==> config.mk <==
export PLATFORM = sky130hd
export DESIGN_NAME = decoder_3to8_flat
export DESIGN_NICKNAME = d
export VERILOG_FILES = /design/src/rtl/decoder_3to8_if.sv /design/src/rtl/decoder_3to8.sv /design/src/flat_wrapper.sv
export SDC_FILE = /design/constraint.sdc
export NUM_CORES = 1
export LEC_CHECK = 0
export ABC_AREA = 0
export CORE_AREA = 3 3 40 42
export CTS_CLUSTER_DIAMETER = 60
export DETAILED_ROUTE_END_ITERATION = 6
export DIE_AREA = 0 0 43 45
export PLACE_DENSITY = 0.47
export SLEW_MARGIN = 0
export SYNTH_ARGS = -nofsm -noshare
export SYNTH_HDL_FRONTEND = slang
export SYNTH_SLANG_ARGS = --single-unit
==> constraint.sdc <==
create_clock -name clk -period 0.8 [get_ports clk]
set_input_delay 0.24 -clock clk [delete_from_list [all_inputs] [get_ports clk]]
set_output_delay 0.24 -clock clk [all_outputs]
set_load 0.05 [all_outputs]
==> src/rtl/decoder_3to8_if.sv <==
// Select/enable bus for the registered 3-to-8 decoder.
// The master drives E/A; the decoder (slave) returns the registered Y/y_valid.
interface decoder_3to8_if;
  logic       E;
  logic [2:0] A;
  logic [7:0] Y;
  logic       y_valid;

  modport master (output E, A, input Y, y_valid);
  modport slave  (input E, A, output Y, y_valid);
endinterface

==> src/rtl/decoder_3to8.sv <==
// Registered 3-to-8 line decoder with active-high enable.
// Y is one-hot (or one-cold when OUT_ACTIVE_LOW) one clock after E/A are sampled.
module decoder_3to8 #(
  parameter bit OUT_ACTIVE_LOW = 1'b0
) (
  input  logic           clk,
  input  logic           rst_n,
  decoder_3to8_if.slave  bus
);

  localparam logic [7:0] YIdle = OUT_ACTIVE_LOW ? 8'hFF : 8'h00;

  logic [7:0] y_d, y_q;
  logic       valid_d, valid_q;

  always_comb begin
    // NOTE: every output gets a default before any branch, so no latch is inferred.
    y_d     = 8'h00;
    valid_d = bus.E;
    if (bus.E) begin
      y_d[bus.A] = 1'b1;
    end
    if (OUT_ACTIVE_LOW) begin
      y_d = ~y_d;
    end
  end

  always_ff @(posedge clk) begin
    // NOTE: registers use non-blocking assignments so all state updates see pre-edge values.
    if (!rst_n) begin
      y_q     <= YIdle;
      valid_q <= 1'b0;
    end else begin
      y_q     <= y_d;
      valid_q <= valid_d;
    end
  end

  assign bus.Y       = y_q;
  assign bus.y_valid = valid_q;

endmodule

==> src/flat_wrapper.sv <==
// flat-port wrapper written by rule: the top's interface ports become plain ports
module decoder_3to8_flat 
#(
  parameter bit OUT_ACTIVE_LOW = 1'b0
)
  (clk, rst_n, bus_E, bus_A, bus_Y, bus_y_valid);
  decoder_3to8_if bus_i ();
  input  logic clk;
  input  logic rst_n;
  input wire logic [$bits(bus_i.E)-1:0] bus_E;
  input wire logic [$bits(bus_i.A)-1:0] bus_A;
  output wire logic [$bits(bus_i.Y)-1:0] bus_Y;
  output wire logic [$bits(bus_i.y_valid)-1:0] bus_y_valid;
  assign bus_i.E = bus_E;
  assign bus_i.A = bus_A;
  assign bus_Y = bus_i.Y;
  assign bus_y_valid = bus_i.y_valid;
  decoder_3to8 #(.OUT_ACTIVE_LOW(OUT_ACTIVE_LOW)) u_core (.clk(clk), .rst_n(rst_n), .bus(bus_i));
endmodule
Yosys cells after proc, flatten, opt, wreduce, memory -nomap -nowiden
Cells that the tools add are included.
{ "totals": {"elab_cells": 8, "input_bits": 6, "register_bits": 9, "out_inout_bits": 9} }
{ "classes": {"magnitude_cmp": 2, "n_reduce_logical": 2, "muxes": 2} }
{ "op_table": {"columns": ["op", "count"], "rows": [
  ["$lt 3x4->1 const B", 1],
  ["$demux 1 s3", 1],
  ["$ge 3x1->1 const B", 1],
  ["$reduce_and 2->1", 1],
  ["$logic_and 1x1->1", 1],
  ["$mux 1", 1]
]} }

Depth between registers and ports, before layout
Gate-level depths: netlist of run 1.
{ "logic_depth": {"ltp_word": 4, "depth_mapped": 2, "ltp_nobuf": 2} }

Least setup slack after synthesis of run 1
Ideal clock, no wire load.
{ "synth_timing": {"kind": "reg-to-output", "startpoint": "register u_core.y_q[0], in the netlist u_core.bus.Y[0]", "endpoint": "output port bus_Y[0]", "required_ns": 0.560, "stages_incl_launch_ff": 1, "n_path_buf": 0, "setup_slack_ns": -0.027, "t_arrival_ns": 0.587, "path_cell_list": "dfxtp_1"} }
{ "synth_lines": {"columns": ["item", "line", "rtl"], "rows": [
  ["start: declaration", "decoder_3to8.sv:13", "logic [7:0] y_d, y_q;"],
  ["start signal: assignment", "decoder_3to8.sv:31", "y_q <= YIdle;"],
  ["start signal: assignment", "decoder_3to8.sv:34", "y_q <= y_d;"],
  ["end: declaration", "flat_wrapper.sv:12", "output wire logic [$bits(bus_i.Y)-1:0] bus_Y;"]
]} }
No word-level cell between the ends.

Worst setup path after layout of run 1
{ "layout_timing": {"startpoint": "register u_core.y_q[1], in the netlist u_core.bus.Y[1]", "endpoint": "output port bus_Y[1]"} }
No word-level cell between the ends.

==> results.yml, run 1 <==
status:
  status: "finished, violations left"
  failed_checks: "negative setup slack"
global_routing:
  overflow: 0
  grt_pass1_vias: 246
  grt_max_degree: 6
  grt_usage: 0.0644
  antenna_found_initial: 0
  grt_pass1_wl_um: 938
power_and_ir_drop:
  p_total_uw: 926
  p_switching_uw: 216
  combPwrFrac: 0.127
  switching_share: 0.233
  p_leak_uw: 0.000220
  power.internal_uw: 710
  peakVddDrop_v: 0.000592
  p_seq_frac: 0.504
  clock_power_share: 0.368
  power_density_nw_per_um2: 1700
floorplanning:
  rows: 13
  dieWidth_um: 43
  io_pins: 15
  dieArea_um2: 1940
  die_height_um: 45
  core_um2: 1280
  initial_utilization: 0.201
timing:
  fin_crit_ns: 0.970
  rsz0062_at_grt: "true"
  timing.final.hold_violations: 0
  max_slew_margin: 0.870
  fin_ws_ns: -0.170
  worstMarginPinSlew_ns: 0.194
  drv_slew: 0
  fin_crit_sh: 1.21
  max_freq_mhz: 1030
  setup_violations: 9
  setup_tns_ns: -1.45
clock_tree:
  postCtsHoldBufs: 0
  post_cts_buffers: 0
  clockRootBuffer: "clkbuf_4"
  clock-sinks: 9
  cts_tree: "built"
  cts-htree-levels: 1
  path_clk_slew_ns: 0.06
  clockBufferDepth: 2
  numCtsBuffers: 3
worst_setup_path:
  critPathSlowestCell: "dfxtp_2"
  crit_path_end_kind: "output port"
  worst-path-buf-inv: 1
  crit_end: "bus_Y[1]"
  cp.arrival_ns: 0.73
  path_depth: 1
  cp_cell_sequence: "buf_12"
  crit_required_ns: 0.56
  max_stage_delay_ns: 0.34
  path_max_fanout: 1
  startpoint_type: "register"
  path_delay_family: "flip-flops"
  critPathKind: "reg -> out"
  crit_start: "u_core.bus.Y[1]"
flow_run:
  maxCapViolations: 0
cells_and_area:
  syn_to_final_growth_pct: 112
  final_cells: 57
  nets: 49
  antennaDiodeCount: 0
  layout-drive-gt1-share: 0.571
  mostFrequentLayoutCells: "buf_12, dfxtp_2, nor2_1"
worst_hold_path:
  min_path_type: "in -> reg"
  hold_start: "rst_n"
  hold_depth: 2
yosys:
  ys_ff_latch: 9
  synth_warnings: 0
  syn_area_um2: 258
  syn-num-nets: 29
  syn-instance-count: 23
  ys_types: 8
  yosysSeqAreaShare: 0.699
  syn_area_per_cell_um2: 11.2
routing:
  drtAntennaViolNets: 0
  drt-initial-drc-count: 2
  wl_um: 485
  drtPass1Iterations: 2
  wl_per_cell_um: 8.51
  via_per_inst: 3.54
  route.detailed.drc: 0
  num_vias: 202
placed_design:
  place_hpwl_um: 408
  gp_congestion: 0.715
  port_buffers: 14
  place_inst: 53
## area by class of cell
| class | instances | area, um2 |
|---|---|---|
| Clock buffer | 4 | 26.3 |
| Fill cell | 127 | 739 |
| Multi-Input combinational cell | 14 | 77.6 |
| Sequential cell | 9 | 191 |
| Tap cell | 15 | 18.8 |
| Timing Repair Buffer | 15 | 231 |
## worst min path at each step
stage | to | slack, ns
finish | u_core.bus.y_valid | 0.36
global route | u_core.bus.y_valid | 0.39
CTS | u_core.bus.y_valid | 0.35
detailed placement | bus_Y[3] | 0.68
global placement | bus_Y[3] | 0.68
floorplan | u_core.bus.Y[0] | 0.30
## state kept, by name (all words and copies together) (netlist names)
register            cells
u_core.bus.Y            8
u_core.bus.y_valid      1
## per-stage QoR
step           instance area [um2]   util  worst slack [ns]  hold slack [ns]
4_1_cts                        546  0.425            -0.175            0.352
3_3_place_gp                   526  0.409            -0.324            0.683
3_5_place_dp                   526  0.409            -0.336            0.683
6_report                       546  0.425            -0.170            0.359
5_1_grt                        546  0.425            -0.194            0.392
2_1_floorplan                  269      -             0.106            0.302
## repair_timing
action,4_1_cts,5_1_grt
pin swaps,2,0
setup endpoints to repair,17,9
resized for setup,5,0
## synthesized netlist by cell type, drive strengths merged
library cell  instances  area [um2]
nand2                 1        3.75
dfxtp                 9         180
nand2b                2        12.5
nand3                 1        5.00
and2                  1        6.26
nor2                  6        22.5
nor3                  2        20.0
nand3b                1        7.51
## power by group through the flow
stage | logic (uW) | clock network [uW] | registers [uW]
finish | 118 | 341 | 467
global route | 128 | 368 | 468
CTS | 119 | 349 | 467
detailed placement | 128 | 0 | 477
global placement | 126 | 0 | 477
floorplan | 16.8 | 0 | 505
## routing by layer
layer	vias up	GRT usage	routed length [um]
met5	-	0	0
met1	82	0.0756	190
li1	111	-	-
met3	0	0.0239	62
met2	9	0.102	232
met4	0	0.0361	0
## logic make-up (layout without fill, tap and decap cells)
kind of cell,count (synthesis),count (layout),share of synthesized area
and+or+nand+nor,14,14,0.301
DFF,9,9,0.699
buffers and inverters,0,19,0
Power figures use the tool's default switching activity.
==> run 2, diff against run 1 <==
==> constraint.sdc (replaced) <==
create_clock -name clk -period 0.99 [get_ports clk]
set_input_delay 0.1485 -clock clk [delete_from_list [all_inputs] [get_ports clk]]
set_output_delay 0.1485 -clock clk [all_outputs]
set_load 0.05 [all_outputs]
==> results.yml, run 2 (synthesis results as in run 1) <==
status:
  status: "finished clean"
global_routing:
  grt_max_degree: 6
  antenna_found_initial: 0
  grt_pass1_wl_um: 890
  grt_pass1_vias: 224
  overflow: 0
  grt_usage: 0.0668
timing:
  worstMarginPinSlew_ns: 0.194
  rsz0062_at_grt: "false"
  drv_slew: 0
  setup_violations: 0
  max_freq_mhz: 1110
  timing.final.hold_violations: 0
  fin_crit_ns: 0.904
  fin_crit_sh: 0.913
  max_slew_margin: 0.870
  fin_ws_ns: 0.0860
worst_setup_path:
  crit_path_end_kind: "output port"
  cp_cell_sequence: "buf_12"
  cp.arrival_ns: 0.76
  path_delay_family: "flip-flops"
  path_max_fanout: 1
  worst-path-buf-inv: 1
  critPathKind: "reg -> out"
  max_stage_delay_ns: 0.36
  startpoint_type: "register"
  crit_required_ns: 0.84
  critPathSlowestCell: "dfxtp_1"
power_and_ir_drop:
  p_total_uw: 751
  p_leak_uw: 0.000210
  power_density_nw_per_um2: 1390
  peakVddDrop_v: 0.000510
routing:
  wl_um: 498
  via_per_inst: 3.63
  wl_met3_um: 48
  drt-initial-drc-count: 2
  drtPass1Iterations: 4
  num_vias: 207
  wl_per_cell_um: 8.74
  top_layer: "met4"
  drtAntennaViolNets: 0
  wl_met2_um: 259
  route.detailed.drc: 0
  met1_length_um: 186
worst_hold_path:
  hold_end: "u_core.bus.y_valid"
  min_path_type: "in -> reg"
  hold_depth: 2
  hold_start: "rst_n"
placed_design:
  place_ws_ns: -0.0438
  place_inst: 53
  place_hpwl_um: 409
  gp_congestion: 0.690
  port_buffers: 14
cells_and_area:
  final_util: 0.421
  layout-drive-gt1-share: 0.357
  antennaDiodeCount: 0
  syn_to_final_growth_pct: 110
  mostFrequentLayoutCells: "buf_12, dfxtp_1, nor2_1"
  nets: 49
  largest_reg_flops: 8
  final_cells: 57
floorplanning:
  die_height_um: 45
  dieWidth_um: 43
  initial_utilization: 0.201
  rows: 13
  core_um2: 1280
  dieArea_um2: 1940
  io_pins: 15
clock_tree:
  ctsResizeCount: 0
  numCtsBuffers: 3
  path_clk_slew_ns: 0.06
  cts_tree: "built"
  clockRootBuffer: "clkbuf_4"
  clockBufferDepth: 2
  postCtsHoldBufs: 0
  clock-sinks: 9
  cts-htree-levels: 1
  post_cts_buffers: 0
flow_run:
  maxCapViolations: 0
## run 2: final cells by class
class                           instances  area, um2
Sequential cell                         9        180
Fill cell                             123        744
Timing Repair Buffer                   15        238
Multi-Input combinational cell         14       77.6
Clock buffer                            4       26.3
Tap cell                               15       18.8
## run 2: worst max-delay path by stage
stage,start,end,slack (ns),cells after the start
after floorplan,u_core.bus.Y[0],bus_Y[0],0.25,0
after global placement,bus_E,u_core.bus.Y[1],-0.04,3
after detailed placement,bus_A[1],u_core.bus.Y[5],-0.04,3
after CTS,u_core.bus.Y[0],bus_Y[0],0.07,1
after global routing,u_core.bus.Y[0],bus_Y[0],0.05,1
final,u_core.bus.Y[0],bus_Y[0],0.09,1
## run 2: stage by stage
stage / setup TNS (ns) / hold WS [ns] / cell area, um2
CTS: 0 / 0.516 / 541
detailed placement: -0.211 / 0.596 / 514
global placement: -0.171 / 0.597 / 514
floorplan: 0 / 0.218 / 258
finish: 0 / 0.528 / 541
global route: 0 / 0.537 / 541
## run 2: report_power, final
group	switching, uW	total, uW	internal, uW
clock	118	273	155
combinational	48.0	102	54.4
sequential	5.85	376	370
## run 2: routing by layer
layer | global-route usage | vias to the layer above
li1 | - | 111
met1 | 0.0680 | 86
met2 | 0.0958 | 8
met3 | 0.0438 | 2
met4 | 0.0542 | 0
met5 | 0 | -
==> run 3, diff against run 2 <==
Settings changed: PLACE_DENSITY 0.47 to 0.48.
Clock period 0.99 ns to 0.8 ns, I/O delays scaled along.
==> results.yml, run 3 (synthesis results as in run 1) <==
status:
  status: "finished, violations left"
  failed_checks: "negative setup slack"
timing:
  rsz0062_at_grt: "true"
  setup_violations: 9
  drv_slew: 0
  fin_crit_ns: 0.843
  max_freq_mhz: 1190
  fin_ws_ns: -0.0430
  max_slew_margin: 0.875
  timing.final.hold_violations: 0
  setup_tns_ns: -0.367
  fin_crit_sh: 1.05
  worstMarginPinSlew_ns: 0.187
floorplanning:
  dieArea_um2: 1940
  rows: 13
  dieWidth_um: 43
  core_um2: 1280
  die_height_um: 45
  initial_utilization: 0.201
  io_pins: 15
routing:
  wl_um: 483
  drtPass1Iterations: 1
  wl_per_cell_um: 8.47
  route.detailed.drc: 0
  via_per_inst: 3.67
  num_vias: 209
  drtAntennaViolNets: 0
  drt-initial-drc-count: 0
worst_setup_path:
  path_delay_family: "flip-flops"
  crit_required_ns: 0.68
  critPathKind: "reg -> out"
  path_max_fanout: 1
  crit_path_end_kind: "output port"
  max_stage_delay_ns: 0.34
  cp_cell_sequence: "buf_12"
  startpoint_type: "register"
  cp.arrival_ns: 0.72
  worst-path-buf-inv: 1
  critPathSlowestCell: "dfxtp_2"
power_and_ir_drop:
  p_leak_uw: 0.000214
  power_density_nw_per_um2: 1680
  peakVddDrop_v: 0.000748
  p_total_uw: 929
cells_and_area:
  largest_reg_flops: 8
  syn_to_final_growth_pct: 114
  layout-drive-gt1-share: 0.571
  mostFrequentLayoutCells: "buf_12, dfxtp_2, nor2_1"
  fill_cells: 122
  nets: 49
  antennaDiodeCount: 0
  final_util: 0.429
  final_cells: 57
placed_design:
  place_inst: 53
  port_buffers: 14
  place_hpwl_um: 383
  gp_congestion: 0.716
global_routing:
  grt_usage: 0.0643
  overflow: 0
  grt_max_degree: 6
  antenna_found_initial: 0
  grt_pass1_vias: 210
  grt_pass1_wl_um: 793
clock_tree:
  cts-htree-levels: 1
  post_cts_buffers: 0
  postCtsHoldBufs: 0
  clockBufferDepth: 2
  cts_tree: "built"
  numCtsBuffers: 3
  clock-sinks: 9
  clockRootBuffer: "clkbuf_4"
  path_clk_slew_ns: 0.06
flow_run:
  maxCapViolations: 0
worst_hold_path:
  min_path_type: "in -> reg"
==> run 3: cell counts in the layout (fill, tap and decap cells not counted) <==
Identical to the previous run, type by type.
==> run 3: final timing paths <==
path                  cells past startpoint             from  slack [ns]            endpoint
worst max-delay path                      1  u_core.bus.Y[5]       -0.04            bus_Y[5]
worst min-delay path                      2            rst_n        0.48  u_core.bus.y_valid
==> run 3: repair_timing <==
| item | 4_1_cts | 5_1_grt |
|---|---|---|
| setup endpoints to repair | 9 | 9 |
| hold endpoints to repair | 0 | 0 |
| gates resized for setup | 9 | 0 |
==> run 3: per-layer routing <==
layer | wire, um | GRT usage
met1 | 180 | 0.0558
met2 | 243 | 0.0838
met3 | 36 | 0.0319
met4 | 23 | 0.108
met5 | 0 | 0
==> run 3: report_power, final <==
| part | internal (uW) | total, uW | switching [uW] | leakage, uW |
|---|---|---|---|---|
| clock network | 191 | 337 | 145 | 0.0000150 |
| logic | 67.6 | 126 | 58.1 | 0.000122 |
| registers | 460 | 467 | 7.28 | 0.0000773 |
==> run 3: final cells by class <==
class / count / area [um2] / area share
Timing Repair Buffer: 15 / 238 / 0.431
Sequential cell: 9 / 191 / 0.347
Multi-Input combinational cell: 14 / 77.6 / 0.141
Clock buffer: 4 / 26.3 / 0.0476
Tap cell: 15 / 18.8 / 0.0340
==> run 3: stage by stage <==
| stage | setup slack (ns) | instance area, um2 | hold slack (ns) |
|---|---|---|---|
| 2_1_floorplan | 0.0927 | 258 | 0.189 |
| 3_3_place_gp | -0.188 | 514 | 0.568 |
| 3_5_place_dp | -0.202 | 514 | 0.568 |
| 4_1_cts | -0.0571 | 552 | 0.470 |
| 5_1_grt | -0.0803 | 552 | 0.504 |
| 6_report | -0.0430 | 552 | 0.480 |
==> patch 1, RTL diff (settings of run 1) <==
`OUT_ACTIVE_LOW` is set to 1'b0 in 2 places; all go to 1'b1.
--- a/src/rtl/decoder_3to8.sv
+++ b/src/rtl/decoder_3to8.sv
@@ -3,3 +3,3 @@
 module decoder_3to8 #(
-  parameter bit OUT_ACTIVE_LOW = 1'b0
+  parameter bit OUT_ACTIVE_LOW = 1'b1
 ) (
--- a/src/flat_wrapper.sv
+++ b/src/flat_wrapper.sv
@@ -3,3 +3,3 @@
 #(
-  parameter bit OUT_ACTIVE_LOW = 1'b0
+  parameter bit OUT_ACTIVE_LOW = 1'b1
 )
Formal check against the unedited RTL: not equivalent (a bounded check fails within 4 cycles, from zero or initial values and one cycle with rst_n low).
==> patch 1 against run 1 <==
The flow still finishes with violations (setup timing); sequential cell count did not move; power fell by 1.3%; wire length rose by 1.9%; largest power group unchanged; cell area fell by 1.6%; die area did not move; worst setup slack improved by 0.0044 ns; critical path depth did not move; synthesized area fell by 1.9%.
==> patch 1: results (changes against run 1) <==
set qor(maxSlewHeadroom_pct) 87.78 ;# +0.78 points
set qor(drt_iter0_drc) 1 ;# -1
set qor(place.detailed.hpwl_um) 417.5 ;# +2.5%
set qor(synthesis_warning_total) 0 ;# unchanged
set qor(critical_path.top_delay_family) {flip-flops}
set qor(violations) {setup timing}
set qor(cts.sink_count) 9 ;# unchanged
set qor(number_of_flip_flops_under_the_largest_register_name) 8 ;# unchanged
set qor(num-fill-cells) 130 ;# +2.4%
set qor(setup_ws_ns) -0.1658 ;# +0.004398 ns
set qor(totalNegativeSetupSlack_ns) -1.431 ;# +0.01794 ns
set qor(worst_setup_path_startpoint) {u_core.bus.Y[7]}
set qor(cts_made_buffers) 3 ;# unchanged
set qor(synth_commonest_cells) {9 x dfxtp_1, 6 x nand2_1, 2 x nand3_1}
set qor(worst_ir_drop_vdd_mv) 0.6137 ;# +3.7%
set qor(report.final.setup_viol) 9 ;# unchanged
set qor(crit_end) {bus_Y[7]}
set qor(synth_cell_types) 9 ;# +1
set qor(detail_route.vias_per_cell) 3.643 ;# +2.8%
set qor(run_status) {finished, violations left}
set qor(detail_route.wirelength_um) 494 ;# +1.9%
set qor(nNetsFinal) 48 ;# -2.0%
set qor(dp_cells) 52 ;# -1.9%
set qor(ys_seq_area_share_pct) 71.29 ;# +1.4 points
set qor(wl_per_cell_um) 8.821 ;# +3.7%
set qor(data_arrival_time_of_the_critical_path_ns) 0.73 ;# about the same
set qor(grt_first_pass_wirelength_um) 910 ;# -3.0%
set qor(synth_top_cells_by_area) {dfxtp_1 71%, nand2_1 8.9%, nand3_1 4.0%}
set qor(grt_use_total_pct) 7.197 ;# +0.76 points
set qor(via_count_of_the_first_global_routing_pass) 230 ;# -6.5%
set qor(place.gp.congestion) 0.7466 ;# +4.4%
set qor(leakage_nw) 0.2324 ;# +5.6%
set qor(layout-drive-gt1-share_pct) 58.54 ;# +1.4 points
set qor(cpPeakStageDelay_ns) 0.34 ;# about the same
==> patch 1: through the flow <==
stage	power (mW)	area [um2]	setup WS, ns	hold WS (ns)
final	0.9133	536.8	-0.1658	0.3545
after global routing	0.9709	536.8	-0.1981	0.3727
after CTS	0.9361	536.8	-0.1812	0.3497
after detailed placement	0.5997	513.0	-0.3950	0.6835
after global placement	0.5963	513.0	-0.3673	0.6829
after floorplan	0.5222	264.0	0.1056	0.3118
==> patch 1: repair_timing <==
action,CTS,global route
hold endpoints to repair,0,0
cloned,0,0
resized for setup,7,0
endpoints found under the setup margin,17,9
pin swaps,1,0
==> patch 1: metal layers <==
| layer | vias to the layer above | GRT usage, % | wire, um |
|---|---|---|---|
| li1 | 108 | - | - |
| met1 | 84 | 6.112 | 161 |
| met2 | 10 | 10.78 | 265 |
| met3 | 2 | 2.789 | 56 |
| met4 | 0 | 10.84 | 10 |
| met5 | - | 0 | 0 |
==> patch 1: layout make-up <==
class	count	area (um2)	area share, %
clock buffers	4	26.28	4.895
flip-flops and latches	9	191.4	35.66
repair buffers	14	224.0	41.72
multi-input cells	14	76.32	14.22
well taps	15	18.77	3.497
==> patch 1: logic make-up (layout without fill, tap and decap cells) <==
logic type | after synthesis | after routing | synth area share [%]
AND/OR/NAND/NOR | 14 | 14 | 28.72
flip-flops | 9 | 9 | 71.29
buffers and inverters | 0 | 18 | 0
==> patch 1: report_power, final <==
part	switching, mW	internal (mW)	leakage (nW)
registers	0.00738	0.460	0.0699
clock network	0.141	0.191	0.0150
logic	0.0564	0.0578	0.147
total	0.205	0.708	0.232
==> patch 2, RTL diff (config.mk and constraints of run 1) <==
Without the edit above. Make the reset (`rst_n`) asynchronous in one clocked block.
--- a/src/rtl/decoder_3to8.sv
+++ b/src/rtl/decoder_3to8.sv
@@ -27,3 +27,3 @@
 
-  always_ff @(posedge clk) begin
+  always_ff @(posedge clk or negedge rst_n) begin
     // NOTE: registers use non-blocking assignments so all state updates see pre-edge values.
Behaviour: differs if rst_n is asserted again (counterexample within 4 cycles, from zero or initial values and one cycle with rst_n low); with rst_n held inactive, the same outputs for 10 cycles.
==> patch 2 against run 1 <==
The flow still finishes with violations (setup timing); cell area is 16% higher; worst setup slack lost 0.10 ns; synthesized area up 25%; power rose by 7.8%; core utilization increased by 6.6 points; sequential cell count unchanged; wire length up 30%; maximum frequency fell by 9.4%; first-iteration DRC count shrank 50%; non-clock buffer count up 1.
==> patch 2: results (changes against run 1) <==
set qor(cts-root-buf) {clkbuf_4}
set qor(leakage_nw) 0.2711 ;# +23%
set qor(placedInstanceArea_um2) 609.3 ;# +16%
set qor(data_arrival_time_of_the_critical_path_ns) 0.83 ;# +0.10 ns
set qor(post_synth_xor_area_fraction_pct) 0 ;# unchanged
set qor(nNetsFinal) 44 ;# -10%
set qor(report.final.setup_viol) 9 ;# unchanged
set qor(ant_nets) 0 ;# unchanged
set qor(synthesis_warning_total) 0 ;# unchanged
set qor(maximum_number_of_pins_on_one_net_before_global_route_repair) 10 ;# +4
set qor(antenna_found_initial) 0 ;# unchanged
set qor(timing.critical_path.slowest_stage_cell) {dfrtp_2}
set qor(sort_of_element_at_the_start_of_the_critical_path) {flip-flop}
set qor(antenna_cells) 0 ;# unchanged
set qor(placement.io_buffers) 14 ;# unchanged
set qor(worst_slew_pin_slew_ns) 0.2227 ;# +0.02826 ns
set qor(synth_top_cells_by_area) {dfrtp_1 70%, and4bb_2 12%, and4b_2 11%}
set qor(hold_class) {in2async}
set qor(synth_commonest_cells) {9 x dfrtp_1, 3 x and4b_2, 3 x and4bb_2, 1 x and4_2, 1 x nor4b_2}
set qor(drt_iter0_drc) 1 ;# -1
set qor(synth-compound-area-share_pct) 0 ;# unchanged
set qor(run_status) {finished, violations left}
set qor(max-clock-path-buffers) 2 ;# unchanged
set qor(ys_seq_area_share_pct) 70.04 ;# +0.14 points
set qor(synthesis.nets) 23 ;# -21%
set qor(via_count) 228 ;# +13%
set qor(cpPeakStageDelay_ns) 0.42 ;# +0.08 ns
set qor(clkSlewWorstSetupHoldPaths_ns) 0.06 ;# about the same
set qor(place.gp.congestion) 0.6958 ;# -2.7%
set qor(synth_cell_types) 5 ;# -3
set qor(critical_path.top_delay_family) {flip-flops}
set qor(ys_async_sr_fraction_pct) 100.0 ;# +100 points
set qor(layout-drive-gt1-share_pct) 83.78 ;# +27 points
set qor(wl_per_cell_um) 12.12 ;# +42%
set qor(number_of_flip_flops_under_the_largest_register_name) 8 ;# unchanged
set qor(dp_worst_setup_slack_ns) -0.4117 ;# -0.07537 ns
set qor(muxShareOfSynthArea_pct) 0 ;# unchanged
set qor(place.detailed.hpwl_um) 510.8 ;# +25%
set qor(firstDrtPassIters) 2 ;# unchanged
set qor(via_count_of_the_first_global_routing_pass) 266 ;# +8.1%
set qor(grt_use_total_pct) 9.076 ;# +2.6 points
set qor(violations) {setup timing}
set qor(htree_num_levels) 1 ;# unchanged
set qor(synth-adder-area-share_pct) 0 ;# unchanged
set qor(worst_ir_drop_vdd_mv) 0.8149 ;# +38%
set qor(grt_first_pass_wirelength_um) 1131 ;# +21%
set qor(cts_made_buffers) 3 ;# unchanged
set qor(setup_ws_ns) -0.2703 ;# -0.1002 ns
set qor(critical_path_peak_fanout) 1 ;# unchanged
[patch 2: power breakdown]
part           switching, mW  internal (mW)
registers             0.0109          0.471
logic                 0.0827         0.0895
clock network          0.152          0.192
[patch 2: cell families after synthesis]
kind of cell,after synthesis
DFF,9
and+or+nand+nor,8
[patch 2: final cells by class]
| cell class | count | area (um2) |
|---|---|---|
| timing repair buffer | 16 | 252.7 |
| multi-input combinational | 8 | 96.34 |
| sequential | 9 | 236.5 |
| fill | 103 | 654.4 |
| clock buffer | 4 | 26.28 |
| tap | 15 | 18.77 |
[patch 2: repair_timing]
item / in CTS / in global routing
setup endpoints to repair: 17 / 9
setup buffers: 0 / 0
gates resized for setup: 4 / 0
[patch 2: routing by layer]
layer	global-route usage [%]	wire, um
met5	0	0
met4	12.65	37
met3	3.586	56
met2	13.47	314
met1	8.168	221
[patch 2: final timing paths]
kind                                       to             from  depth (start not counted)
setup / recovery                     bus_Y[4]  u_core.bus.Y[4]                          1
hold / removal                u_core.bus.Y[6]            rst_n                          2
max in group asynchronous  u_core.bus.y_valid            rst_n                          2
min in group clk              u_core.bus.Y[0]         bus_A[2]                          2
[patch 2: per-stage QoR]
step                      power (mW)  hold WS [ns]  setup TNS [ns]  instances
final                         0.9976        0.2954          -2.338         52
after global routing           1.064        0.2912          -2.635         52
after CTS                      1.020        0.2854          -2.457         52
after detailed placement      0.6721        0.5755          -3.435         48
after global placement        0.6681        0.5735          -3.246         48
after floorplan               0.5451      -0.05559               0         17
